## src/rtl/axicb_grant_return_router_if.sv

```systemverilog
// Grant-push and response-routing signals between the arbiter, the slave
// response channel and the per-requester response ports.
interface axicb_grant_return_router_if #(
    parameter int unsigned REQ_NB = 4,
    parameter int unsigned DATA_W = 64
);
    logic              push_valid;
    logic [REQ_NB-1:0] push_grant;
    logic              push_ready;
    logic              rsp_valid;
    logic              rsp_ready;
    logic              rsp_last;
    logic [DATA_W-1:0] rsp_data;
    logic [REQ_NB-1:0] m_rsp_valid;
    logic [REQ_NB-1:0] m_rsp_ready;
    logic [DATA_W-1:0] m_rsp_data;

    modport slave (
        input  push_valid, push_grant, rsp_valid, rsp_last, rsp_data, m_rsp_ready,
        output push_ready, rsp_ready, m_rsp_valid, m_rsp_data
    );

    modport master (
        output push_valid, push_grant, rsp_valid, rsp_last, rsp_data, m_rsp_ready,
        input  push_ready, rsp_ready, m_rsp_valid, m_rsp_data
    );
endinterface

```

## src/rtl/axicb_grant_return_router.sv

```systemverilog
// In-order FIFO of one-hot grants; the head entry steers the shared response
// stream back to its requester and is popped on the last beat.
module axicb_grant_return_router #(
    parameter int unsigned REQ_NB = 4,
    parameter int unsigned DEPTH  = 4,
    parameter int unsigned DATA_W = 64
) (
    input  logic                       aclk,
    input  logic                       aresetn,
    input  logic                       srst,
    axicb_grant_return_router_if.slave bus,
    output logic [$clog2(DEPTH):0]     outstanding,
    output logic                       orphan
);
    localparam int unsigned AW = $clog2(DEPTH);
    typedef logic [AW:0] ptr_t;

    logic [DEPTH-1:0][REQ_NB-1:0] mem;
    ptr_t              wr_ptr, rd_ptr;
    logic              empty, full, push_fire, pop_fire;
    logic [REQ_NB-1:0] head, hit;

    assign empty = (wr_ptr == rd_ptr);
    assign full  = (wr_ptr[AW-1:0] == rd_ptr[AW-1:0]) && (wr_ptr[AW] != rd_ptr[AW]);
    assign head  = empty ? '0 : mem[rd_ptr[AW-1:0]];

    assign bus.push_ready = !full;
    assign push_fire      = bus.push_valid && !full && (|bus.push_grant);
    assign pop_fire       = bus.rsp_valid && bus.rsp_ready && bus.rsp_last;

    // Head is one-hot, so the beat is taken only if its owner is ready.
    for (genvar i = 0; i < REQ_NB; i++) begin : g_lane
        assign bus.m_rsp_valid[i] = bus.rsp_valid & head[i];
        assign hit[i]             = head[i] & bus.m_rsp_ready[i];
    end

    assign bus.rsp_ready  = !empty && (|hit);
    assign bus.m_rsp_data = bus.rsp_data;
    assign outstanding    = wr_ptr - rd_ptr;

    always_ff @(posedge aclk or negedge aresetn) begin
        if (!aresetn) begin
            wr_ptr <= '0;
            rd_ptr <= '0;
            orphan <= 1'b0;
        end else if (srst) begin
            wr_ptr <= '0;
            rd_ptr <= '0;
            orphan <= 1'b0;
        end else begin
            if (push_fire)
                wr_ptr <= wr_ptr + ptr_t'(1);
            if (pop_fire)
                rd_ptr <= rd_ptr + ptr_t'(1);
            if (bus.rsp_valid && empty)
                orphan <= 1'b1;
        end
    end

    // Entries are qualified by the pointers, so the array needs no reset.
    always_ff @(posedge aclk) begin
        if (push_fire)
            mem[wr_ptr[AW-1:0]] <= bus.push_grant;
    end
endmodule

```

## src/flat_wrapper.sv

```systemverilog
// flat-port wrapper written by rule: the top's interface ports become plain ports
module axicb_grant_return_router_flat 
#(
    parameter int unsigned REQ_NB = 4,
    parameter int unsigned DEPTH  = 4,
    parameter int unsigned DATA_W = 64
)
  (aclk, aresetn, srst, outstanding, orphan, bus_push_valid, bus_push_grant, bus_rsp_valid, bus_rsp_last, bus_rsp_data, bus_m_rsp_ready, bus_push_ready, bus_rsp_ready, bus_m_rsp_valid, bus_m_rsp_data);
  axicb_grant_return_router_if #(.REQ_NB(REQ_NB), .DATA_W(DATA_W)) bus_i ();
  input  logic aclk;
  input  logic aresetn;
  input  logic srst;
  output logic [$clog2(DEPTH):0] outstanding;
  output logic orphan;
  input wire logic [$bits(bus_i.push_valid)-1:0] bus_push_valid;
  input wire logic [$bits(bus_i.push_grant)-1:0] bus_push_grant;
  input wire logic [$bits(bus_i.rsp_valid)-1:0] bus_rsp_valid;
  input wire logic [$bits(bus_i.rsp_last)-1:0] bus_rsp_last;
  input wire logic [$bits(bus_i.rsp_data)-1:0] bus_rsp_data;
  input wire logic [$bits(bus_i.m_rsp_ready)-1:0] bus_m_rsp_ready;
  output wire logic [$bits(bus_i.push_ready)-1:0] bus_push_ready;
  output wire logic [$bits(bus_i.rsp_ready)-1:0] bus_rsp_ready;
  output wire logic [$bits(bus_i.m_rsp_valid)-1:0] bus_m_rsp_valid;
  output wire logic [$bits(bus_i.m_rsp_data)-1:0] bus_m_rsp_data;
  assign bus_i.push_valid = bus_push_valid;
  assign bus_i.push_grant = bus_push_grant;
  assign bus_i.rsp_valid = bus_rsp_valid;
  assign bus_i.rsp_last = bus_rsp_last;
  assign bus_i.rsp_data = bus_rsp_data;
  assign bus_i.m_rsp_ready = bus_m_rsp_ready;
  assign bus_push_ready = bus_i.push_ready;
  assign bus_rsp_ready = bus_i.rsp_ready;
  assign bus_m_rsp_valid = bus_i.m_rsp_valid;
  assign bus_m_rsp_data = bus_i.m_rsp_data;
  axicb_grant_return_router #(.REQ_NB(REQ_NB), .DEPTH(DEPTH), .DATA_W(DATA_W)) u_core (.aclk(aclk), .aresetn(aresetn), .srst(srst), .bus(bus_i), .outstanding(outstanding), .orphan(orphan));
endmodule
```

## config.mk

```make
export PLATFORM = sky130hd
export DESIGN_NAME = axicb_grant_return_router_flat
export DESIGN_NICKNAME = d
export VERILOG_FILES = /design/src/rtl/axicb_grant_return_router_if.sv /design/src/rtl/axicb_grant_return_router.sv /design/src/flat_wrapper.sv
export SDC_FILE = /design/constraint.sdc
export NUM_CORES = 1
export LEC_CHECK = 0
export CAP_MARGIN = 20
export CORE_UTILIZATION = 31
export CTS_CLUSTER_SIZE = 16
export DETAILED_ROUTE_END_ITERATION = 8
export HOLD_SLACK_MARGIN = 0.02
export PLACE_DENSITY = 0.8
export SLEW_MARGIN = 20
export SYNTH_ARGS = -nofsm -noshare
export SYNTH_HDL_FRONTEND = slang
export SYNTH_SLANG_ARGS = --single-unit
```

## constraint.sdc

```tcl
create_clock -name aclk -period 2.51 [get_ports aclk]
set_input_delay 0.6275 -clock aclk [delete_from_list [all_inputs] [get_ports aclk]]
set_output_delay 0.6275 -clock aclk [all_outputs]
set_load 0.02 [all_outputs]
```

== After elaboration in Yosys (flattened, before gate mapping) ==
Index checks and enable logic that the tools add are counted.

* Reduce and logical (&&, ||, !) cells: 15
* Mux-type cells: 12
* Add/subtract/negate cells: 3
* $lt $le $gt $ge: 3
* Equal/unequal tests: 3
* Bitwise logic cells: 8

{| class="wikitable"
|+ Operators with widths
! cell !! number
|-
| bitwise mux 16 bit || 1
|-
| 2-to-1 mux 3 bit || 4
|-
| 2-to-1 mux 4 bit || 3
|-
| AND 1 bit || 8
|-
| binary-select mux 4 bit (select 2 bit) || 1
|-
| demux 4 bit (select 2 bit) || 1
|-
| logical AND 1 bit || 8
|-
| OR reduction 4 bit || 2
|-
| adder 3 x 1 -> 3 bit, second input constant || 2
|-
| less-than comparator 2 x 3 -> 1 bit, second input constant || 2
|-
| nonzero test 2 bit || 3
|-
| == test 3 bit || 1
|-
| subtractor 3 bit || 1
|-
| == test 2 bit || 1
|-
| >= comparator 2 x 1 -> 1 bit, second input constant || 1
|-
| zero test 1 bit || 2
|-
| 2-to-1 mux 1 bit || 2
|-
| != test 1 bit || 1
|}

* Register bits: 23
* Output and inout bits: 74
* Logic and storage cells: 51
* Bits of input ports: 78

== Longest topological paths before layout ==
Gate-level depths: netlist of run 1.

* Depth after elaboration: 10
* Gate-level depth with buffers: 8
* Mapped depth without buffers: 7

== Worst setup path before layout of run 1 ==
Ideal clock, no wire load.

* Kind: flip-flop to output port
* Start: register u_core.rd_ptr[0]
* End: output port bus_rsp_ready
* Arrival: 1.713 ns
* Path slack: 0.170 ns
* Data required time: 1.882 ns
* Buffers on the path: 0
* Stages on the path, launching flop included: 5
* Cells stage by stage: dfrtp_1 > mux4_2 > and2_4 > o41ai_4 > inv_1

* Longest elaborated chain between the ends: 6
* Elaborated cells between the ends (all ways): 11
* Classes of those cells: eq/ne (1); mux (3); bitwise (4); reduce/logical (3)

{| class="wikitable"
|+ RTL lines
! what !! RTL line !! RTL
|-
| from (decl) || axicb_grant_return_router.sv:19 || <nowiki>ptr_t wr_ptr, rd_ptr;</nowiki>
|-
| from (signal assigned) || axicb_grant_return_router.sv:54 || <nowiki>rd_ptr <= rd_ptr + ptr_t'(1);</nowiki>
|-
| binary-select mux 4 bit (select 2 bit) || axicb_grant_return_router.sv:25 || <nowiki>assign head = empty ? '0 : mem[rd_ptr[AW-1:0]];</nowiki>
|-
| 2-to-1 mux 4 bit (not written as such) || axicb_grant_return_router.sv:25 ||
|-
| 2-to-1 mux 4 bit || axicb_grant_return_router.sv:25 ||
|-
| AND 1 bit || axicb_grant_return_router.sv:34 || <nowiki>assign hit[i] = head[i] & bus.m_rsp_ready[i];</nowiki>
|-
| OR reduction 4 bit || axicb_grant_return_router.sv:37 || <nowiki>assign bus.rsp_ready = !empty && (|hit);</nowiki>
|-
| logical AND 1 bit * || axicb_grant_return_router.sv:37 ||
|-
| to (decl) || flat_wrapper.sv:22 || <nowiki>output wire logic [$bits(bus_i.rsp_ready)-1:0] bus_rsp_ready;</nowiki>
|}

Every way passes the cells marked *; elsewhere a longest branch is shown, timed or not. The select of a mux whose other input is x is not followed.

== Worst setup path after layout of run 1 ==
Ends and elaborated chain as after synthesis.

==> results of run 1 <==
## layout make-up
class | instances | area share, %
inverter | 7 | 1.53
multi-input combinational | 63 | 31.6
tap | 70 | 5.10
sequential | 23 | 38.2
clock inverter | 1 | 0.291
timing repair buffer | 41 | 20.8
clock buffer | 3 | 2.40
## per-stage QoR
step           power [mW]  setup slack, ns
6_report            0.915          -0.0638
5_1_grt             0.961           -0.147
4_1_cts             0.910           -0.104
3_5_place_dp        0.686           -0.500
3_3_place_gp        0.679           -0.460
2_1_floorplan       0.713            0.170
## worst register-to-register path, stage by stage (launching register included)
cell and delay, ns:
dfrtp_1 0.41, buf_4 0.15, buf_4 0.15, ha_4 0.25, buf_4 0.14, a31oi_1 0.29
and2_1 0.34, xnor2_1 0.15, nor2_1 0.05
## metal layers
layer  global-route usage [%]  share of wire (%)  wire length [µm]
met1                     12.6                 33              1220
met2                     23.6                 53              2000
met3                     6.14                 10               380
met4                     5.96                3.7               139
met5                        0                  0                 0
## final timing paths
path                             startpoint                to  slack (ns)  cells after the start
max                        u_core.rd_ptr[0]     bus_rsp_ready       -0.06                      6
min in group asynchronous           aresetn  u_core.rd_ptr[0]        0.63                      1
max in group asynchronous           aresetn  u_core.rd_ptr[1]        1.62                      1
min                           u_core.orphan     u_core.orphan        0.53                      2
max reg2reg                u_core.rd_ptr[0]  u_core.wr_ptr[2]        0.48                      8
min reg2reg                   u_core.orphan     u_core.orphan        0.53                      2
## sequential cells by signal, indices dropped and copies added (netlist names)
register and cells:
u_core.mem 16, u_core.rd_ptr 3, u_core.wr_ptr 3, u_core.orphan 1
## Yosys cell counts
cell type | count | area, µm²
a21oi_1 | 4 | 20.0
o21ai_0 | 1 | 5.00
or2_2 | 1 | 6.26
o22ai_1 | 1 | 6.26
ha_1 | 7 | 87.6
buf_2 | 2 | 10.0
and3_2 | 1 | 7.51
o41ai_1 | 2 | 17.5
edfxtp_1 | 16 | 480
nand2b_1 | 4 | 25.0
mux4_2 | 1 | 22.5
o21ai_1 | 2 | 10.0
a31oi_1 | 1 | 6.26
and2_4 | 1 | 8.76
and4_1 | 2 | 17.5
fa_1 | 1 | 20.0
buf_1 | 1 | 3.75
and2_1 | 5 | 31.3
mux2i_1 | 4 | 40.0
dfrtp_1 | 7 | 175
xor2_1 | 2 | 17.5
nand3_1 | 2 | 10.0
and3_1 | 1 | 6.26
xnor2_1 | 2 | 17.5
mux4_1 | 1 | 26.3
buf_4 | 64 | 480
inv_1 | 7 | 26.3
or3_1 | 2 | 12.5
o41ai_4 | 1 | 27.5
nor2_1 | 7 | 26.3
nand2_1 | 6 | 22.5
o22ai_4 | 1 | 20.0
## cells by family (layout without fill, tap and decap cells)
family	Yosys count	after routing	synth area share [%]
AO/OA/AOI/OAI	13	13	6.65
XOR/XNOR	4	4	2.07
adder cells (fa/ha/maj)	8	8	6.35
buffers and inverters	74	52	30.7
flip-flops	23	23	38.7
multiplexers	6	6	5.24
AND/OR/NAND/NOR	32	32	10.3
## power breakdown
group | switching [mW] | internal [mW] | leakage, nW | total (mW)
combinational | 0.127 | 0.133 | 0.429 | 0.260
sequential | 0.00721 | 0.427 | 0.240 | 0.434
clock | 0.111 | 0.111 | 0.0255 | 0.221
total | 0.245 | 0.670 | 0.695 | 0.915
## what timing repair did
action | CTS | global route
resized for setup | 34 | 10
buffers inserted | 2 | 1
pin swaps | 2 | 1
gates cloned | 0 | 0
endpoints found under the setup margin | 9 | 6
==> out/metrics.yaml, run 1 <==
synthesis:
  synth_cell_types: 32
  syn-num-nets: 246
  seq_area_frac_synth_pct: 38.7
  avgSynthCellArea_um2: 10.6
  synthCells: 160
  ys_ff_latch: 23
  syn_area_um2: 1690
  ys_warn_count: 0
drt:
  vias: 957
  wl_mm: 3.74
  wl_per_cell_um: 18.0
  drc_errors: 0
  drt_pre_antenna_iters: 4
  drtIter0Drc: 21
  ant_nets: 0
  avgViaCountPerCell: 4.60
worst_setup_path:
  crit_buf_inv: 3
  crit_slowest_cell: "mux4_2"
  cp_slowest_stage_delay_ns: 0.51
  start_kind: "register"
  crit_fanout: 3
  critical_path_class: "register to primary output"
  crit_required_ns: 1.88
  cp_top_family: "multiplexers"
  arrival_ns: 1.95
  cp-end-kind: "primary output"
  worstPathCellList: "buf_4 > mux4_2 > and2_4 > o41ai_4 > inv_1 > buf_6"
cts:
  hold_buffers: 0
  cts_tree: "built"
  clock_latency_ns: 0.26
  clk_pin_slew_worst_paths_ns: 0.08
  cts-buffers-inserted: 3
  h-tree-depth: 1
  cts.sinks: 23
  clock_path_buffers: 2
  clk_root_buffer_cell: "clkbuf_8"
timing:
  setup_ws_ns: -0.0638
  rsz0062_at_grt: "yes"
  slew_violations: 0
  fin_skew_ns: 0.00454
  fmaxAchievable_mhz: 389
  fin_crit_ns: 2.57
  fin_crit_sh_pct: 103
  timing.hold.ws_ns: 0.532
  hold_violations: 0
  finalSetupTns_ns: -0.154
  relSlewSlack_pct: 75.4
  worstMarginPinSlew_ns: 0.367
  setup_viol: 5
grt:
  grt_usage_pct: 13.1
  grt_pass1_wl_mm: 5.82
  antenna_found_initial: 0
  grt_overflow: 0
  grt_pass1_vias: 1037
  grt_max_degree: 14
place:
  place_hpwl_mm: 3.16
  io_buffers: 23
  gp_congestion: 0.811
  dp.cells: 201
  placed_cell_area_um2: 1640
power:
  ir_worst_vdd_uv: 233
  power.leakage_nw: 0.695
  power_density_nw_per_um2: 533
final_layout:
  layout_commonest_cell: "buf_4"
  drive_gt1_share_pct: 29.7
  utilization_pct: 33.2
  syn2layout_area_growth_pct: 1.40
  final_cell_mix: "19 x buf_4, 16 x edfxtp_1, 14 x clkdlybuf4s50_1, 7 x inv_1, 7 x nor2_1"
  fin_nets: 225
  fin_area_um2: 1720
  multi_input_area_um2: 543
  ff_latch_area_um2: 657
  fill_cells: 524
  antenna_cells: 0
  fin_cells: 208
die:
  die_h_um: 75.9
  fp-row-count: 26
  initial_core_util_pct: 32.8
  coreArea_um2: 5170
  die-area_um2: 5760
  die_w_um: 75.9
  io_pins: 152
job:
  cap_violations: 0
worst_hold_path:
  hold_class: "register to register"
run_status:
  status: "complete, but fails checks"
  violations: "negative setup slack"
(Power assumes the default switching activity.)
==> run 2, diff against run 1 <==
--- a/config.mk
+++ b/config.mk
@@ -11,6 +11,7 @@
 export DETAILED_ROUTE_END_ITERATION = 8
 export HOLD_SLACK_MARGIN = 0.02
 export PLACE_DENSITY = 0.8
+export SKIP_LAST_GASP = 1
 export SLEW_MARGIN = 20
 export SYNTH_ARGS = -nofsm -noshare
 export SYNTH_HDL_FRONTEND = slang
==> out/metrics.yaml, run 2 (synthesized netlist as in run 1, its figures left out) <==
drt:
  drc_errors: 0  # unchanged
  avgViaCountPerCell: 4.60  # unchanged
  wl_mm: 3.74  # about the same
  wl_per_cell_um: 18.0  # about the same
  drt_pre_antenna_iters: 4  # unchanged
  drtIter0Drc: 21  # unchanged
  vias: 957  # unchanged
  ant_nets: 0  # unchanged
timing:
  worstMarginPinSlew_ns: 0.367  # unchanged
  fin_crit_ns: 2.57  # unchanged
  rsz0062_at_grt: "yes"  # unchanged
  slew_violations: 0  # unchanged
  relSlewSlack_pct: 75.4  # unchanged
  setup_viol: 5  # unchanged
  fmaxAchievable_mhz: 389  # unchanged
  setup_ws_ns: -0.0638  # unchanged
  fin_skew_ns: 0.00454  # unchanged
  fin_crit_sh_pct: 103  # unchanged
  hold_violations: 0  # unchanged
final_layout:
  fin_cells: 208  # unchanged
  fin_nets: 225  # unchanged
  layout_commonest_cell: "buf_4"  # unchanged
  final_cell_mix: "20 x buf_4, 16 x edfxtp_1, 14 x clkdlybuf4s50_1, 7 x inv_1, 7 x nor2_1"  # was 19 x buf_4, 16 x edfxtp_1, 14 x clkdlybuf4s50_1, 7 x inv_1, 7 x nor2_1
  largest_reg_flops: 16  # unchanged
  fill_cells: 526  # was 524
  syn2layout_area_growth_pct: 1.18  # was 1.40%
  ff_latch_area_um2: 657  # unchanged
  antenna_cells: 0  # unchanged
  multi_input_area_um2: 543  # unchanged
  drive_gt1_share_pct: 29.7  # unchanged
  utilization_pct: 33.1  # was 33.2%
cts:
  h-tree-depth: 1  # unchanged
  clock_path_buffers: 2  # unchanged
  clk_root_buffer_cell: "clkbuf_8"  # unchanged
  hold_buffers: 0  # unchanged
  cts.sinks: 23  # unchanged
  cts_tree: "built"  # unchanged
  cts-buffers-inserted: 3  # unchanged
  clk_pin_slew_worst_paths_ns: 0.08  # about the same
  clock_latency_ns: 0.26  # about the same
grt:
  grt_pass1_wl_mm: 5.82  # unchanged
  grt_max_degree: 14  # unchanged
  grt_usage_pct: 13.1  # unchanged
  grt_pass1_vias: 1037  # unchanged
  antenna_found_initial: 0  # unchanged
  grt_overflow: 0  # unchanged
worst_setup_path:
  rr_endpoint: "u_core.wr_ptr[2]"  # unchanged
  crit_fanout: 3  # unchanged
  start_kind: "register"  # unchanged
  arrival_ns: 1.95  # about the same
  critical_path_class: "register to primary output"  # unchanged
  cp-endpoint: "bus_rsp_ready"  # unchanged
  cp-end-kind: "primary output"  # unchanged
  crit_required_ns: 1.88  # about the same
  rr_startpoint: "u_core.rd_ptr[0]"  # unchanged
  worstRegToRegCells: 8  # unchanged
  regToRegSetupSlack_ns: 0.48  # about the same
  startpoint: "u_core.rd_ptr[0]"  # unchanged
die:
  coreArea_um2: 5170  # unchanged
  die_w_um: 75.9  # unchanged
  io_pins: 152  # unchanged
  die_h_um: 75.9  # unchanged
  initial_core_util_pct: 32.8  # unchanged
  fp-row-count: 26  # unchanged
  die-area_um2: 5760  # unchanged
power:
  total_power_mw: 0.914  # was 0.915 mW
  power.leakage_nw: 0.694  # was 0.695 nW
  ir_worst_vdd_uv: 233  # about the same
  power_density_nw_per_um2: 533  # about the same
place:
  place_hpwl_mm: 3.16  # unchanged
  gp_congestion: 0.811  # unchanged
  io_buffers: 23  # unchanged
  dp.cells: 201  # unchanged
worst_hold_path:
  hold_class: "register to register"  # unchanged
job:
  cap_violations: 0  # unchanged
run_status:
  violations: "negative setup slack"  # unchanged
  status: "complete, but fails checks"  # unchanged
==> run 2: cell type report <==
| cell class | instances | area share (%) |
|---|---|---|
| sequential | 23 | 38.3 |
| clock inverter | 1 | 0.292 |
| multi-input combinational | 63 | 31.7 |
| inverter | 7 | 1.53 |
| clock buffer | 3 | 2.41 |
| timing repair buffer | 41 | 20.7 |
| tap | 70 | 5.11 |
==> run 2: worst max-delay path: stages, from the launching register on <==
cell and delay (ns):
dfrtp_1 0.39, buf_4 0.13, mux4_2 0.51, and2_4 0.18
o41ai_4 0.23, inv_1 0.10, buf_6 0.14
==> run 2: layer usage <==
metal,vias up,track usage (%),share of wire (%)
met4,0,5.96,3.7
li1,429,-,-
met1,440,12.6,33
met5,-,0,0
met3,16,6.14,10
met2,72,23.6,53
==> run 2: power by group <==
group | switching (mW) | leakage, nW | internal, mW
clock | 0.111 | 0.0255 | 0.111
sequential | 0.00721 | 0.240 | 0.427
combinational | 0.127 | 0.428 | 0.132
==> run 2: worst min-delay path by stage <==
stage                      from  cells after the start               end  slack, ns
4_1_cts           u_core.orphan                      2     u_core.orphan       0.54
3_5_place_dp      u_core.orphan                      2     u_core.orphan       0.52
6_report          u_core.orphan                      2     u_core.orphan       0.53
2_1_floorplan           aresetn                      0     u_core.orphan       0.33
3_3_place_gp      u_core.orphan                      2     u_core.orphan       0.49
5_1_grt        u_core.wr_ptr[2]                      2  u_core.wr_ptr[2]       0.60
==> run 2: through the flow <==
step,instance area [µm²],TNS [ns],hold slack [ns],setup slack [ns]
finish,1710,-0.167,0.532,-0.0638
global route,1710,-0.502,0.595,-0.147
global placement,1640,-1.15,0.486,-0.460
floorplan,1690,0,0.332,0.170
CTS,1680,-0.104,0.539,-0.104
detailed placement,1640,-1.27,0.521,-0.500
==> run 2: timing repair <==
| action | in CTS | in global routing |
|---|---|---|
| setup endpoints to repair | 9 | 6 |
| gates cloned | 0 | 0 |
| pin swaps | 2 | 1 |
| gates resized for setup | 34 | 9 |
| buffers inserted | 2 | 1 |
